<file path="src/rtl/alu_shift_sequencer_pkg.sv">
// Shared ALU types: register word, ALU op encodings and the shift
// sequencer state enum, plus a helper that classifies shift ops.
package alu_shift_sequencer_pkg;

  // Register-file word
  typedef logic [31:0] t_reg;

  // ALU operation encodings shared by the ALU and its controllers
  typedef enum logic [3:0] {
    OP_ADD         = 4'd0,
    OP_SUB         = 4'd1,
    OP_AND         = 4'd2,
    OP_OR          = 4'd3,
    OP_XOR         = 4'd4,
    OP_LOGIC_LEFT  = 4'd5,
    OP_LOGIC_RIGHT = 4'd6,
    OP_ARITH_LEFT  = 4'd7,
    OP_ARITH_RIGHT = 4'd8
  } t_alu_op;

  // Multi-cycle shift sequencer states
  typedef enum logic {
    IDLE  = 1'b0,
    SHIFT = 1'b1
  } t_shift_seq_state;

  // True for the four single-bit shift operations the sequencer can iterate
  function automatic logic is_shift_op(input t_alu_op op);
    logic r;
    case (op)
      OP_LOGIC_LEFT,
      OP_LOGIC_RIGHT,
      OP_ARITH_LEFT,
      OP_ARITH_RIGHT: r = 1'b1;
      default:        r = 1'b0;
    endcase
    return r;
  endfunction

endpackage

</file>
<file path="src/rtl/alu_shift_sequencer.sv">
// Multi-cycle shifter: iterates the ALU's single-bit shift ops N times,
// feeding each ALU result back as the next operand, and reports the final
// value and flags with a one-cycle done pulse.
module alu_shift_sequencer
  import alu_shift_sequencer_pkg::*;
(
  input  logic        clock,
  input  logic        reset,
  input  logic        start,
  input  t_alu_op     shift_op,
  input  t_reg        operand,
  input  logic [4:0]  count,
  output logic        busy,
  output logic        done,
  output logic        error,
  output t_reg        result,
  output logic        carry_out,
  output logic        zero_out,
  output logic        neg_out,
  output logic        over_out,
  output t_alu_op     alu_op,
  output t_reg        alu_reg2,
  output t_reg        alu_reg3,
  output logic        alu_carry_in,
  input  t_reg        alu_result,
  input  logic        alu_carry,
  input  logic        alu_zero,
  input  logic        alu_neg,
  input  logic        alu_over
);

  t_shift_seq_state state, state_next;
  t_reg             acc, acc_next;
  logic [4:0]       remaining, remaining_next;
  t_alu_op          op_q, op_q_next;
  logic             over_sticky, over_sticky_next;

  logic             busy_next;
  logic             done_next;
  logic             error_next;
  t_reg             result_next;
  logic             carry_next;
  logic             zero_next;
  logic             neg_next;
  logic             over_next;

  // Next-state and next-output logic; results/flags hold unless a completion occurs
  always_comb begin
    state_next       = state;
    acc_next         = acc;
    remaining_next   = remaining;
    op_q_next        = op_q;
    over_sticky_next = over_sticky;
    done_next        = 1'b0;
    error_next       = 1'b0;
    result_next      = result;
    carry_next       = carry_out;
    zero_next        = zero_out;
    neg_next         = neg_out;
    over_next        = over_out;

    case (state)
      IDLE: begin
        if (start) begin
          if (!is_shift_op(shift_op)) begin
            // Not a shift: reject immediately, pass the operand through
            done_next   = 1'b1;
            error_next  = 1'b1;
            result_next = operand;
            carry_next  = 1'b0;
            zero_next   = 1'b0;
            neg_next    = 1'b0;
            over_next   = 1'b0;
          end else if (count == 5'd0) begin
            // Zero-length shift completes without touching the ALU
            done_next   = 1'b1;
            error_next  = 1'b0;
            result_next = operand;
            carry_next  = 1'b0;
            zero_next   = (operand == 32'd0);
            neg_next    = operand[31];
            over_next   = 1'b0;
          end else begin
            acc_next         = operand;
            op_q_next        = shift_op;
            remaining_next   = count;
            over_sticky_next = 1'b0;
            state_next       = SHIFT;
          end
        end else begin
          state_next = IDLE;
        end
      end

      SHIFT: begin
        acc_next         = alu_result;
        over_sticky_next = over_sticky | alu_over;
        if (remaining <= 5'd1) begin
          // Last step: capture the ALU result and flags as the final answer
          remaining_next = 5'd0;
          result_next    = alu_result;
          carry_next     = alu_carry;
          zero_next      = alu_zero;
          neg_next       = alu_neg;
          over_next      = over_sticky | alu_over;
          done_next      = 1'b1;
          error_next     = 1'b0;
          state_next     = IDLE;
        end else begin
          remaining_next = remaining - 5'd1;
          state_next     = SHIFT;
        end
      end

      default: begin
        state_next = IDLE;
      end
    endcase

    busy_next = (state_next == SHIFT);
  end

  // State, datapath and output registers with synchronous active-low reset
  always_ff @(posedge clock) begin
    if (!reset) begin
      state       <= IDLE;
      acc         <= 32'd0;
      remaining   <= 5'd0;
      op_q        <= OP_LOGIC_LEFT;
      over_sticky <= 1'b0;
      busy        <= 1'b0;
      done        <= 1'b0;
      error       <= 1'b0;
      result      <= 32'd0;
      carry_out   <= 1'b0;
      zero_out    <= 1'b0;
      neg_out     <= 1'b0;
      over_out    <= 1'b0;
    end else begin
      state       <= state_next;
      acc         <= acc_next;
      remaining   <= remaining_next;
      op_q        <= op_q_next;
      over_sticky <= over_sticky_next;
      busy        <= busy_next;
      done        <= done_next;
      error       <= error_next;
      result      <= result_next;
      carry_out   <= carry_next;
      zero_out    <= zero_next;
      neg_out     <= neg_next;
      over_out    <= over_next;
    end
  end

  // The sequencer owns the ALU inputs; the op and operand come straight from registers
  assign alu_op       = op_q;
  assign alu_reg2     = acc;
  assign alu_reg3     = 32'd0;
  assign alu_carry_in = 1'b0;

endmodule

</file>
<file path="config.mk">
export PLATFORM = sky130hd
export DESIGN_NAME = alu_shift_sequencer
export DESIGN_NICKNAME = d
export VERILOG_FILES = /design/src/rtl/alu_shift_sequencer_pkg.sv /design/src/rtl/alu_shift_sequencer.sv
export SDC_FILE = /design/constraint.sdc
export NUM_CORES = 1
export LEC_CHECK = 0
export ABC_AREA = 1
export CAP_MARGIN = 0
export CORE_MARGIN = 2
export CORE_UTILIZATION = 45
export DETAILED_ROUTE_END_ITERATION = 7
export HOLD_SLACK_MARGIN = 0.15
export PLACE_DENSITY = 0.88
export SLEW_MARGIN = 20
export SYNTH_ARGS = -nofsm -noshare
export SYNTH_HDL_FRONTEND = slang
export SYNTH_SLANG_ARGS = --single-unit
</file>
<file path="constraint.sdc">
create_clock -name clock -period 3.05 [get_ports clock]
set_input_delay 0.305 -clock clock [delete_from_list [all_inputs] [get_ports clock]]
set_output_delay 0.305 -clock clock [all_outputs]
set_load 0.05 [all_outputs]
</file>
# ---- Word-level counts from Yosys, hierarchy flattened
# Index checks and enable logic that the tools add are counted.
dict set report op_classes {
  n_reduce_logical 6
  add_sub_neg 1
  muxes 51
  order_cmp 1
  bitwise 3
  eq_ne 9
}
# op count
set op_table {}
lappend op_table {{$mux 32} 7}
lappend op_table {{$pmux 32 s2} 2}
lappend op_table {{$logic_not 32->1} 1}
lappend op_table {{$mux 1} 29}
lappend op_table {{$mux 5} 4}
lappend op_table {{$pmux 1 s2} 8}
lappend op_table {{$eq 4x3->1 const B} 3}
lappend op_table {{$pmux 5 s2} 1}
lappend op_table {{$ne 2x2->1 const B} 3}
lappend op_table {{$reduce_and 3->1} 2}
lappend op_table {{$le 5x1->1 const B} 1}
lappend op_table {{$logic_not 5->1} 1}
lappend op_table {{$sub 5x1->5 const B} 1}
lappend op_table {{$eq 4x4->1 const B} 1}
lappend op_table {{$reduce_and 4->1} 1}
lappend op_table {{$reduce_or 4->1} 1}
lappend op_table {{$ne 3x3->1 const B} 1}
lappend op_table {{$ne 2x1->1 const B} 1}
lappend op_table {{$not 1->1} 2}
lappend op_table {{$or 1x1->1} 1}
dict set report word_totals {
  regBits 81
  wordCells 83
  out_inout_bits 108
  in_bits 80
}

# ---- Longest topological paths before layout
dict set report depth {
  word_depth 8
  ltp_mapped 10
  mapped_depth_nobuf 10
}

# ---- Worst setup path before layout
# OpenSTA, ideal clock, no wires.
dict set report synth_timing {
  kind {register -> register}
  startpoint {register state}
  endpoint {register result[10]}
  t_arrival_ps 1577
  period_less_slack_ps 1647
  slack_ps 1403
  setup_time_ps 71
  n_path_buf 2
  stages_incl_launch_ff 7
  t_required_ps 2979
  path_cell_list {dfxtp_1 buf_2 nor2_1 nand2_2 clkbuf_1 nand3_1 a21oi_2}
}
dict set report synth_via {
  elab_chain_len 3
  word_cells_on_any_way 6
  cone_classes {eq/ne (3); mux (1); bitwise (1); reduce/logical (1)}
}
# element line_no
set synth_lines {}
lappend synth_lines {{from (decl)} alu_shift_sequencer.sv:32} ;# t_shift_seq_state state, state_next;
lappend synth_lines {{from (signal assigned)} alu_shift_sequencer.sv:140} ;# state <= state_next;
lappend synth_lines {{$not 1->1} -}
lappend synth_lines {{$ne 3x3->1 (no source line) / $ne 2x2->1 (equally long branches)} -}
lappend synth_lines {{$reduce_and 3->1 (no source line)} -}
lappend synth_lines {{to (signal assigned)} alu_shift_sequencer.sv:148} ;# result <= result_next;
lappend synth_lines {{to (decl)} alu_shift_sequencer.sv:16} ;# output t_reg result,
# Several ways; a longest one is shown, not always the timed one.
# A chain may end at the register's enable or synchronous reset.

# ---- Worst setup path in the final report
dict set report layout_timing {
  startpoint {register state}
  endpoint {register acc[5], in the netlist alu_reg2[5]}
}
dict set report layout_via {
  elab_chain_len 3
  word_cells_on_any_way 6
  cone_classes {eq/ne (3); mux (1); bitwise (1); reduce/logical (1)}
}
# element line_no
set layout_lines {}
lappend layout_lines {{$not 1->1} -}
lappend layout_lines {{$ne 2x2->1 (no source line)} -}
lappend layout_lines {{$reduce_and 3->1 (no source line)} -}
lappend layout_lines {{to (signal assigned)} alu_shift_sequencer.sv:141} ;# acc <= acc_next;
lappend layout_lines {{to (decl)} alu_shift_sequencer.sv:33} ;# t_reg acc, acc_next;
# Several ways; a longest one is shown, not always the timed one.

==> impl_metrics.toml <==
[layout]
final-instance-count-excl-fill = 827
layout-drive-gt1-share_pct = 10.4
layout_commonest_cell = "nand2_1"
mostFrequentLayoutCells = "nand2_1, clkdlybuf4s50_1, dfxtp_1, nor2_1, a21oi_1"
n_fill_cell = 731
stdcell_area_sq_mm = 0.00567
syn2layout_area_growth_pct = 40.3
diodes = 0
layout.nets = 796

[worst_setup_path]
cp.required_ns = 3.31
r2r_slack_ns = 0.86
worst-path-max-fanout = 36
worstReg2RegStart = "state"
cp-end-kind = "register"
arrival_ns = 2.45
worstSetupStartpointType = "register"
path_class = "reg2reg"
startpoint = "state"

[synthesis]
synth-edff-count = 0
syn_area_sq_mm = 0.00404
synth_cells = 574
synth_cell_types = 31
synth_ff_type = "dfxtp_1"
ys_seq_area_share_pct = 40.1
syn_area_per_cell_sq_um = 7.04
yosys_warnings = 0
async_reset_ff_share_pct = 0
ys_ff_latch = 81

[cts]
cts_tree = "yes"
cts_setup_buffers = 0
cts_buffer_depth = 2
cts_resized = 0
cts_buffers = 9
cts_max_level = 3
clk_latency_ns = 0.34
clk_pin_slew_ns = 0.08
ctsHoldBuffers = 0
cts_sinks = 81
root_buffer = "clkbuf_8"

[place]
io_buffers = 154
dp_hpwl_mm = 8.23
placed_cells = 811
place_area_sq_mm = 0.00547
gp_congestion = 0.849
post-place-ws_ns = 0.866

[timing]
maxSlewViolCount = 0
final_hold_viol_count = 0
setup_slack_ns = 0.856
finalClockSkew_ns = 0.0130
period_share_pct = 71.9
rsz0062_at_grt = "no"
relSlewSlack_pct = 37.3
worstMarginPinSlew_ns = 0.940
tns_ns = 0
max_freq_ghz = 0.456
finalSetupViolations = 0
finalCriticalPeriod_ns = 2.19

[die]
core-area_sq_mm = 0.00872
rows = 34
fp.dieArea_sq_mm = 0.00975
fp.dieW_um = 98.8
die_h_um = 98.8
initial_utilization_pct = 46.3
pin_count = 188

[run]
maxCapViolCount = 0

[global_routing]
gr-usage-all-layers_pct = 22.9
grt_antenna_before_repair = 0
grt_max_degree = 49
grt_pass1_wl_mm = 18.2
grt_pass1_vias = 3965
grt_overflow = 0

[min_path]
worstHoldPathType = "reg2reg"
hold_start = "over_sticky"

[power_and_ir_drop]
total_power_w = 0.00305
ir_worst_vdd_mv = 0.294
p_leak_nw = 2.33
powerDensity_mw_per_mm2 = 539

[route]
antenna_left = 0
drc = 0
viasPerCell = 4.93
dr.pass1.iters = 5
num_vias = 4078
wl_mm = 11.4
dr.first_iter.drc_count = 183
wl_per_cell_um = 13.8

[status]
outcome = "complete, no violations"
-- state kept, by name (all words and copies together), names as in the netlist --
register,flops
result,32
neg_out,1
alu_op,4
carry_out,1
over_sticky,1
alu_reg2,32
error,1
done,1
zero_out,1
state,1
remaining,5
over_out,1
-- final cells by class --
type                            instances  area (sq um)  area share, %
Clock buffer                           11           141           2.49
Clock inverter                          5          55.1          0.971
Inverter                               19          71.3           1.26
Multi-Input combinational cell        440          2040           35.9
Sequential cell                        81          1620           28.6
Tap cell                              108           135           2.38
Timing Repair Buffer                  163          1610           28.4
-- logic make-up after synthesis --
family	count (synthesis)	share of synthesized area [%]
AND/OR/NAND/NOR	320	33.3
buffers and inverters	85	12.6
flip-flops	81	40.1
AO/OA/AOI/OAI	78	11.6
multiplexers	4	0.991
XOR/XNOR	3	0.650
adder cells (fa/ha/maj)	2	0.619
other	1	0.0928
-- per-stage QoR --
step / utilization [%] / hold WS (ns)
after global placement: 62.8 / 0.445
after CTS: 65.0 / 0.469
after global routing: 65.0 / 0.500
final: 65.0 / 0.464
after floorplan: - / 0.437
after detailed placement: 62.8 / 0.458
-- synth_stat cells (2+ instances only) --
library cell,count,area [sq um]
nand2_1,199,747
xor2_1,2,17.5
nor2_1,50,188
a21oi_2,20,175
or2_2,2,12.5
mux2i_1,4,40.0
inv_1,16,60.1
nand3_1,39,195
ha_1,2,25.0
buf_2,9,45.0
a21oi_1,46,230
nand4_1,2,12.5
inv_2,3,11.3
buf_1,3,11.3
dfxtp_1,81,1620
clkbuf_1,14,52.6
o21ai_0,10,50.1
buf_4,37,278
buf_12,2,40.0
nand2_2,22,138
-- power breakdown --
group	leakage [nW]	internal (W)	switching (W)
Sequential	0.664	0.00115	0.0000637
Clock	0.0953	0.000398	0.000371
Combinational	1.57	0.000358	0.000712
-- path summary, 6_finish.rpt --
path,endpoint,cells past startpoint
min reg2reg,over_sticky,2
max,alu_reg2[5],6
max reg2reg,alu_reg2[5],6
min,over_sticky,2
-- per-layer routing --
metal	vias up	global-route usage, %	wire, um
met5	-	0	0
met2	184	41.0	5720
met1	1837	27.4	4630
met3	21	3.97	810
li1	2036	-	-
met4	0	8.11	222
-- critical path: stages (launching register included) --
cell     delay (ns)
dfxtp_2        0.61
inv_2          0.38
nand4_1        0.23
nand3_2        0.10
inv_2          0.45
nand2_1        0.16
a21oi_1        0.16
Power figures use the tool's default switching activity.
==> variant 1 (same flow settings) <==
Register the input `operand` before use, without a reset. The logic sees it one clock later. The other inputs are not delayed to match.
--- a/src/rtl/alu_shift_sequencer.sv
+++ b/src/rtl/alu_shift_sequencer.sv
@@ -28,6 +28,12 @@
   input  logic        alu_neg,
   input  logic        alu_over
 );
+
+  t_reg operand_q;
+
+  always_ff @(posedge clock) begin
+    operand_q <= operand;
+  end
 
   t_shift_seq_state state, state_next;
   t_reg             acc, acc_next;
@@ -66,7 +72,7 @@
             // Not a shift: reject immediately, pass the operand through
             done_next   = 1'b1;
             error_next  = 1'b1;
-            result_next = operand;
+            result_next = operand_q;
             carry_next  = 1'b0;
             zero_next   = 1'b0;
             neg_next    = 1'b0;
@@ -75,13 +81,13 @@
             // Zero-length shift completes without touching the ALU
             done_next   = 1'b1;
             error_next  = 1'b0;
-            result_next = operand;
+            result_next = operand_q;
             carry_next  = 1'b0;
-            zero_next   = (operand == 32'd0);
-            neg_next    = operand[31];
+            zero_next   = (operand_q == 32'd0);
+            neg_next    = operand_q[31];
             over_next   = 1'b0;
           end else begin
-            acc_next         = operand;
+            acc_next         = operand_q;
             op_q_next        = shift_op;
             remaining_next   = count;
             over_sticky_next = 1'b0;
Check against the original RTL: not equivalent (a bounded check fails within 4 cycles, from zero or initial values and one cycle with reset low).
==> variant 1 against the unedited design <==
  * Count of clock-buffer cells in the layout rose by 10
  * Power rose by 56%
  * Via count up 4.7%
  * Register-to-register slack improved by 0.23 ns
  * Combinational power rose by 13%
  * Critical path depth is 5 lower
  * Fmax shrank 1.4%
  * Sequential cell count up 32
  * Routed wire length rose by 1.8%
  * Synthesized area grew 22%
  * Setup slack worse by 0.030 ns
  * Design area rose by 22%
  * Highest routed layer unchanged
==> variant 1: results (changes against the unedited design) <==
Cell variety after synth=28 (-9.7%); Hold WC Path Type=primary input to flop; vias in the first global route=3865 (-2.5%); internal power=3218 µW (+69%); Place WS=0.8730 ns (+0.006899 ns); post-DP HPWL=8151 µm (-1.0%); total CTS buffers=17 (+8); Synth Area in Compound Gates=0.01744 (-0.09897); CP peak stage delay=0.88 ns (+0.27 ns); Tot GR Track Use=0.1974 (-0.03126); clock skew=0.01351 ns (+0.0005192 ns); layout cell share with drive strength beyond 1=0.08544 (-0.01887); Reg clk slew, reported paths=0.06 ns (-0.02 ns); per-cell routed wire length=11.92 µm (-13%); Gate Count Post-Synth=670 (+17%); GP Congestion=0.8063 (-5.0%); Synth top cells by count=nand2_1 (197), nor2_1 (126), dfxtp_1 (113); Least-Margin Pin Slew=0.7234 ns (-0.2163 ns); VDD IR max=0.4306 mV (+46%); status=finished clean; vias=4269 (+4.7%); H-tree depth=4 (+1); Layout Nets=901 (+13%); worst path arrival time=1.92 ns (-0.53 ns); Max FO, Critical Path=12 (-67%); Synth area leaders=dfxtp_1 (46%), nand2_1 (15%), nor2_1 (9.6%); post-synthesis mux area share=0.06067 (+0.05076); Post-Synth Adder-Cell Area=0.005056 (-0.001136); XOR/XNOR share of the synthesized area=0.005308 (-0.001193); fillers=965 (+32%); leak pwr=0.003176 µW (+36%); Worst Hold Launch=operand[14]; Worst path slowest cell=clkdlybuf4s50_1
## variant 1: final cells by class
class	instances	area [µm²]	share of cell area
Sequential cell	113	2263	0.3268
Multi-Input combinational cell	450	2064	0.2980
Timing Repair Buffer	158	1567	0.2262
Clock buffer	21	449.2	0.06485
Inverter	79	296.5	0.04281
Tap cell	140	175.2	0.02529
Clock inverter	10	111.4	0.01608
## variant 1: power groups by stage
stage | Sequential (µW) | Combinational, µW | Clock, µW
4_1_cts | 1690 | 1220 | 1890
5_1_grt | 1700 | 1310 | 1980
6_report | 1680 | 1210 | 1850
3_3_place_gp | 1710 | 1200 | 0
3_5_place_dp | 1710 | 1220 | 0
2_1_floorplan | 2060 | 550 | 0
## variant 1: stage by stage
step	utilization	hold WS (ns)	power, µW	instance area, µm²
2_1_floorplan	-	0.3327	2606	5070
3_3_place_gp	0.5898	0.4459	2911	6366
3_5_place_dp	0.5898	0.4534	2931	6366
4_1_cts	0.6418	0.2282	4795	6927
5_1_grt	0.6418	0.2198	4987	6927
6_report	0.6418	0.2508	4752	6927
## variant 1: worst paths after layout
check / endpoint / slack [ns] / cells past startpoint
max reg2reg: result[11]$_SDFFE_PN0P_ / 1.09 / 6
min reg2reg: alu_op[2]$_SDFFE_PN1P_ / 0.47 / 2
min: operand_q[14]$_DFF_P_ / 0.25 / 1
max: busy / 0.83 / 1
## variant 1: layer usage
layer  track usage  routed length, µm  up-vias
li1              -                  -     2228
met5             0                  0        -
met1        0.2259               4866     1899
met4       0.06593                145        0
met2        0.3403               5773      130
met3       0.07113                794       12
==> variant 2 (config.mk and constraints unchanged) <==
Made on the original files. Register the output `result` once more; this adds one clock of latency there. The other outputs are not delayed to match.
--- a/src/rtl/alu_shift_sequencer.sv
+++ b/src/rtl/alu_shift_sequencer.sv
@@ -29,6 +29,8 @@
   input  logic        alu_over
 );
 
+  t_reg result_s0;
+
   t_shift_seq_state state, state_next;
   t_reg             acc, acc_next;
   logic [4:0]       remaining, remaining_next;
@@ -53,7 +55,7 @@
     over_sticky_next = over_sticky;
     done_next        = 1'b0;
     error_next       = 1'b0;
-    result_next      = result;
+    result_next      = result_s0;
     carry_next       = carry_out;
     zero_next        = zero_out;
     neg_next         = neg_out;
@@ -131,7 +133,7 @@
       busy        <= 1'b0;
       done        <= 1'b0;
       error       <= 1'b0;
-      result      <= 32'd0;
+      result_s0   <= 32'd0;
       carry_out   <= 1'b0;
       zero_out    <= 1'b0;
       neg_out     <= 1'b0;
@@ -145,7 +147,7 @@
       busy        <= busy_next;
       done        <= done_next;
       error       <= error_next;
-      result      <= result_next;
+      result_s0   <= result_next;
       carry_out   <= carry_next;
       zero_out    <= zero_next;
       neg_out     <= neg_next;
@@ -159,5 +161,9 @@
   assign alu_reg3     = 32'd0;
   assign alu_carry_in = 1'b0;
 
+  always_ff @(posedge clock) begin
+    result <= result_s0;
+  end
+
 endmodule
 
Formal check against the unedited RTL: not equivalent (a bounded check fails within 4 cycles, from zero or initial values and one cycle with reset low).
==> variant 2 against the unedited design <==
  * Sequential cell count up 32
  * Routed wire length up 7.3%
  * Design area up 23%
  * Fmax down 12%
  * Clock power rose to 2.7 times the old value
  * Synthesized area up 22%
  * Setup slack worse by 0.31 ns
  * Utilization down 0.19 points
  * Power up 64%
  * Largest cell class is now registers
  * Largest power group is now the clock network
==> variant 2: results (changes against the unedited design) <==
Hold WC Path Type=flop to flop; r2r setup slk=0.90 ns (+0.04 ns); CP peak stage delay=0.96 ns (+0.35 ns); global-route wire length before repair=19150 µm (+5.0%); IO buf count=154 (unchanged); layout cell share with drive strength beyond 1=0.07711 (-0.02720); GP Congestion=0.8250 (-2.8%); Diodes inserted=0 (unchanged); H-tree depth=4 (+1); initial antenna violation count=0 (unchanged); Place WS=0.8857 ns (+0.01959 ns); clk root buf=clkbuf_8; Min-Delay Endpoint=result[20]$_DFF_P_; VDD IR max=0.3372 mV (+15%); Routed Wire Length=12210 µm (+7.3%); Setup Buffers After CTS=0 (unchanged); yosys warns=0 (unchanged); critical path's top delay family=buffers and inverters; Cell variety after synth=28 (-9.7%); clock tree buffer depth=2 (unchanged); total CTS buffers=17 (+8); Slew Viols, Final=0 (unchanged); Critical R2R Capture=alu_reg2[14]$_SDFFE_PN0P_; Via density=4.389 (-11%); drt first pass iters=4 (-1); Clock Latency Late Sink=0.49 ns (+0.15 ns); Slew headroom=0.5268 (+0.1542); Layout Nets=899 (+13%); Synth area leaders=dfxtp_1 (46%), nand2_1 (16%), nor2_1 (9.7%); GR Util met2=0.3500 (-0.05956); Worst path slowest cell=clkdlybuf4s50_1; clock skew=0.01341 ns (+0.0004118 ns); leak pwr=0.003195 µW (+37%); Reg clk slew, reported paths=0.05 ns (-0.03 ns); r2r startpoint=state$_SDFF_PN0_; Seq/Total Area, Yosys=0.4595 (+0.05823); met3 Use GR=0.04882 (+0.009108); Initial DRC Count=232 (+27%); vias in the first global route=3929 (-0.91%); Tot GR Track Use=0.2112 (-0.01742); largest net degree at the start of global routing=67 (+37%); dominant synthesized flop cell=dfxtp_1; Max FO, Critical Path=21 (-42%); status=finished clean; final hold vios=0 (unchanged); # resized after CTS=0 (unchanged); met1 GRT Util=0.2650 (-0.008928); post-DP HPWL=8303 µm (+0.86%); hold depth=0 (-2); Sw Pwr=1608 µW (+40%); Worst Hold Launch=result_s0[20]$_SDFFE_PN0P_; fillers=915 (+25%); Async SR Flop Fraction=0 (unchanged); worst path arrival time=2.19 ns (-0.26 ns); R2R cell count=7 (+1); Synth top cells by count=nand2_1 (204), nor2_1 (127), dfxtp_1 (113)
## variant 2: changes by cell type in the layout (fill, tap and decap cells not counted), moves of 5 or more
| cell | before | now |
|---|---|---|
| a21oi_1 | 46 | 8 |
| a21oi_2 | 20 | 0 |
| buf_4 | 9 | 3 |
| clkbuf_16 | 0 | 16 |
| clkbuf_8 | 10 | 2 |
| clkinv_4 | 0 | 5 |
| dfxtp_1 | 80 | 112 |
| inv_1 | 16 | 71 |
| mux2i_1 | 4 | 30 |
| nand2_1 | 199 | 204 |
| nand2_2 | 22 | 2 |
| nand3_1 | 38 | 11 |
| nor2_1 | 50 | 127 |
| nor2_2 | 0 | 10 |
## variant 2: logic make-up (layout without fill, tap and decap cells)
logic type / count (synthesis) / in the layout / synth area share
simple gates: 366 / 366 / 0.3001
flops: 113 / 113 / 0.4595
other cells: 1 / 33 / 0.0007617
fa+ha+maj: 2 / 2 / 0.005082
buf+inv: 139 / 268 / 0.1507
compound gates: 15 / 15 / 0.01754
mux: 30 / 30 / 0.06099
xor+xnor: 3 / 3 / 0.005338
## variant 2: worst max-delay path by stage
| stage | start | cells after the start | to | slack (ns) |
|---|---|---|---|---|
| floorplan | state$_SDFF_PN0_ | 6 | result_s0[15]$_SDFFE_PN0P_ | 1.40 |
| global placement | count[3] | 9 | over_out$_SDFFE_PN0P_ | 0.89 |
| finish | state$_SDFF_PN0_ | 1 | busy | 0.55 |
| CTS | state$_SDFF_PN0_ | 1 | busy | 0.52 |
| global route | state$_SDFF_PN0_ | 1 | busy | 0.47 |
| detailed placement | count[3] | 9 | result_s0[21]$_SDFFE_PN0P_ | 0.89 |
## variant 2: metrics by stage
step | instances | instance area (µm²) | hold WS, ns | total power (µW)
2_1_floorplan | 701 | 5044 | 0.3314 | 2624
3_3_place_gp | 938 | 6334 | 0.3342 | 2939
3_5_place_dp | 938 | 6334 | 0.3363 | 2960
4_1_cts | 970 | 6967 | 0.3362 | 5056
5_1_grt | 970 | 6967 | 0.3543 | 5245
6_report | 970 | 6967 | 0.3447 | 5017
## variant 2: final cells by class
| type | count | share of cell area |
|---|---|---|
| Multi-Input combinational cell | 449 | 0.2927 |
| Inverter | 79 | 0.04256 |
| Clock buffer | 18 | 0.06142 |
| Sequential cell | 113 | 0.3249 |
| Clock inverter | 14 | 0.02945 |
| Timing Repair Buffer | 157 | 0.2238 |
| Tap cell | 140 | 0.02514 |
## variant 2: layer usage
layer	up-vias	wire, µm
met1	1896	5436
met2	124	5921
li1	2227	-
met3	10	730
met4	0	124
met5	-	0
## variant 2: power by group through the flow
stage               clock network, µW  logic, µW  registers [µW]
floorplan                           0        544            2080
global placement                    0       1200            1740
detailed placement                  0       1220            1740
CTS                              2120       1230            1710
global route                     2200       1320            1730
finish                           2090       1220            1710
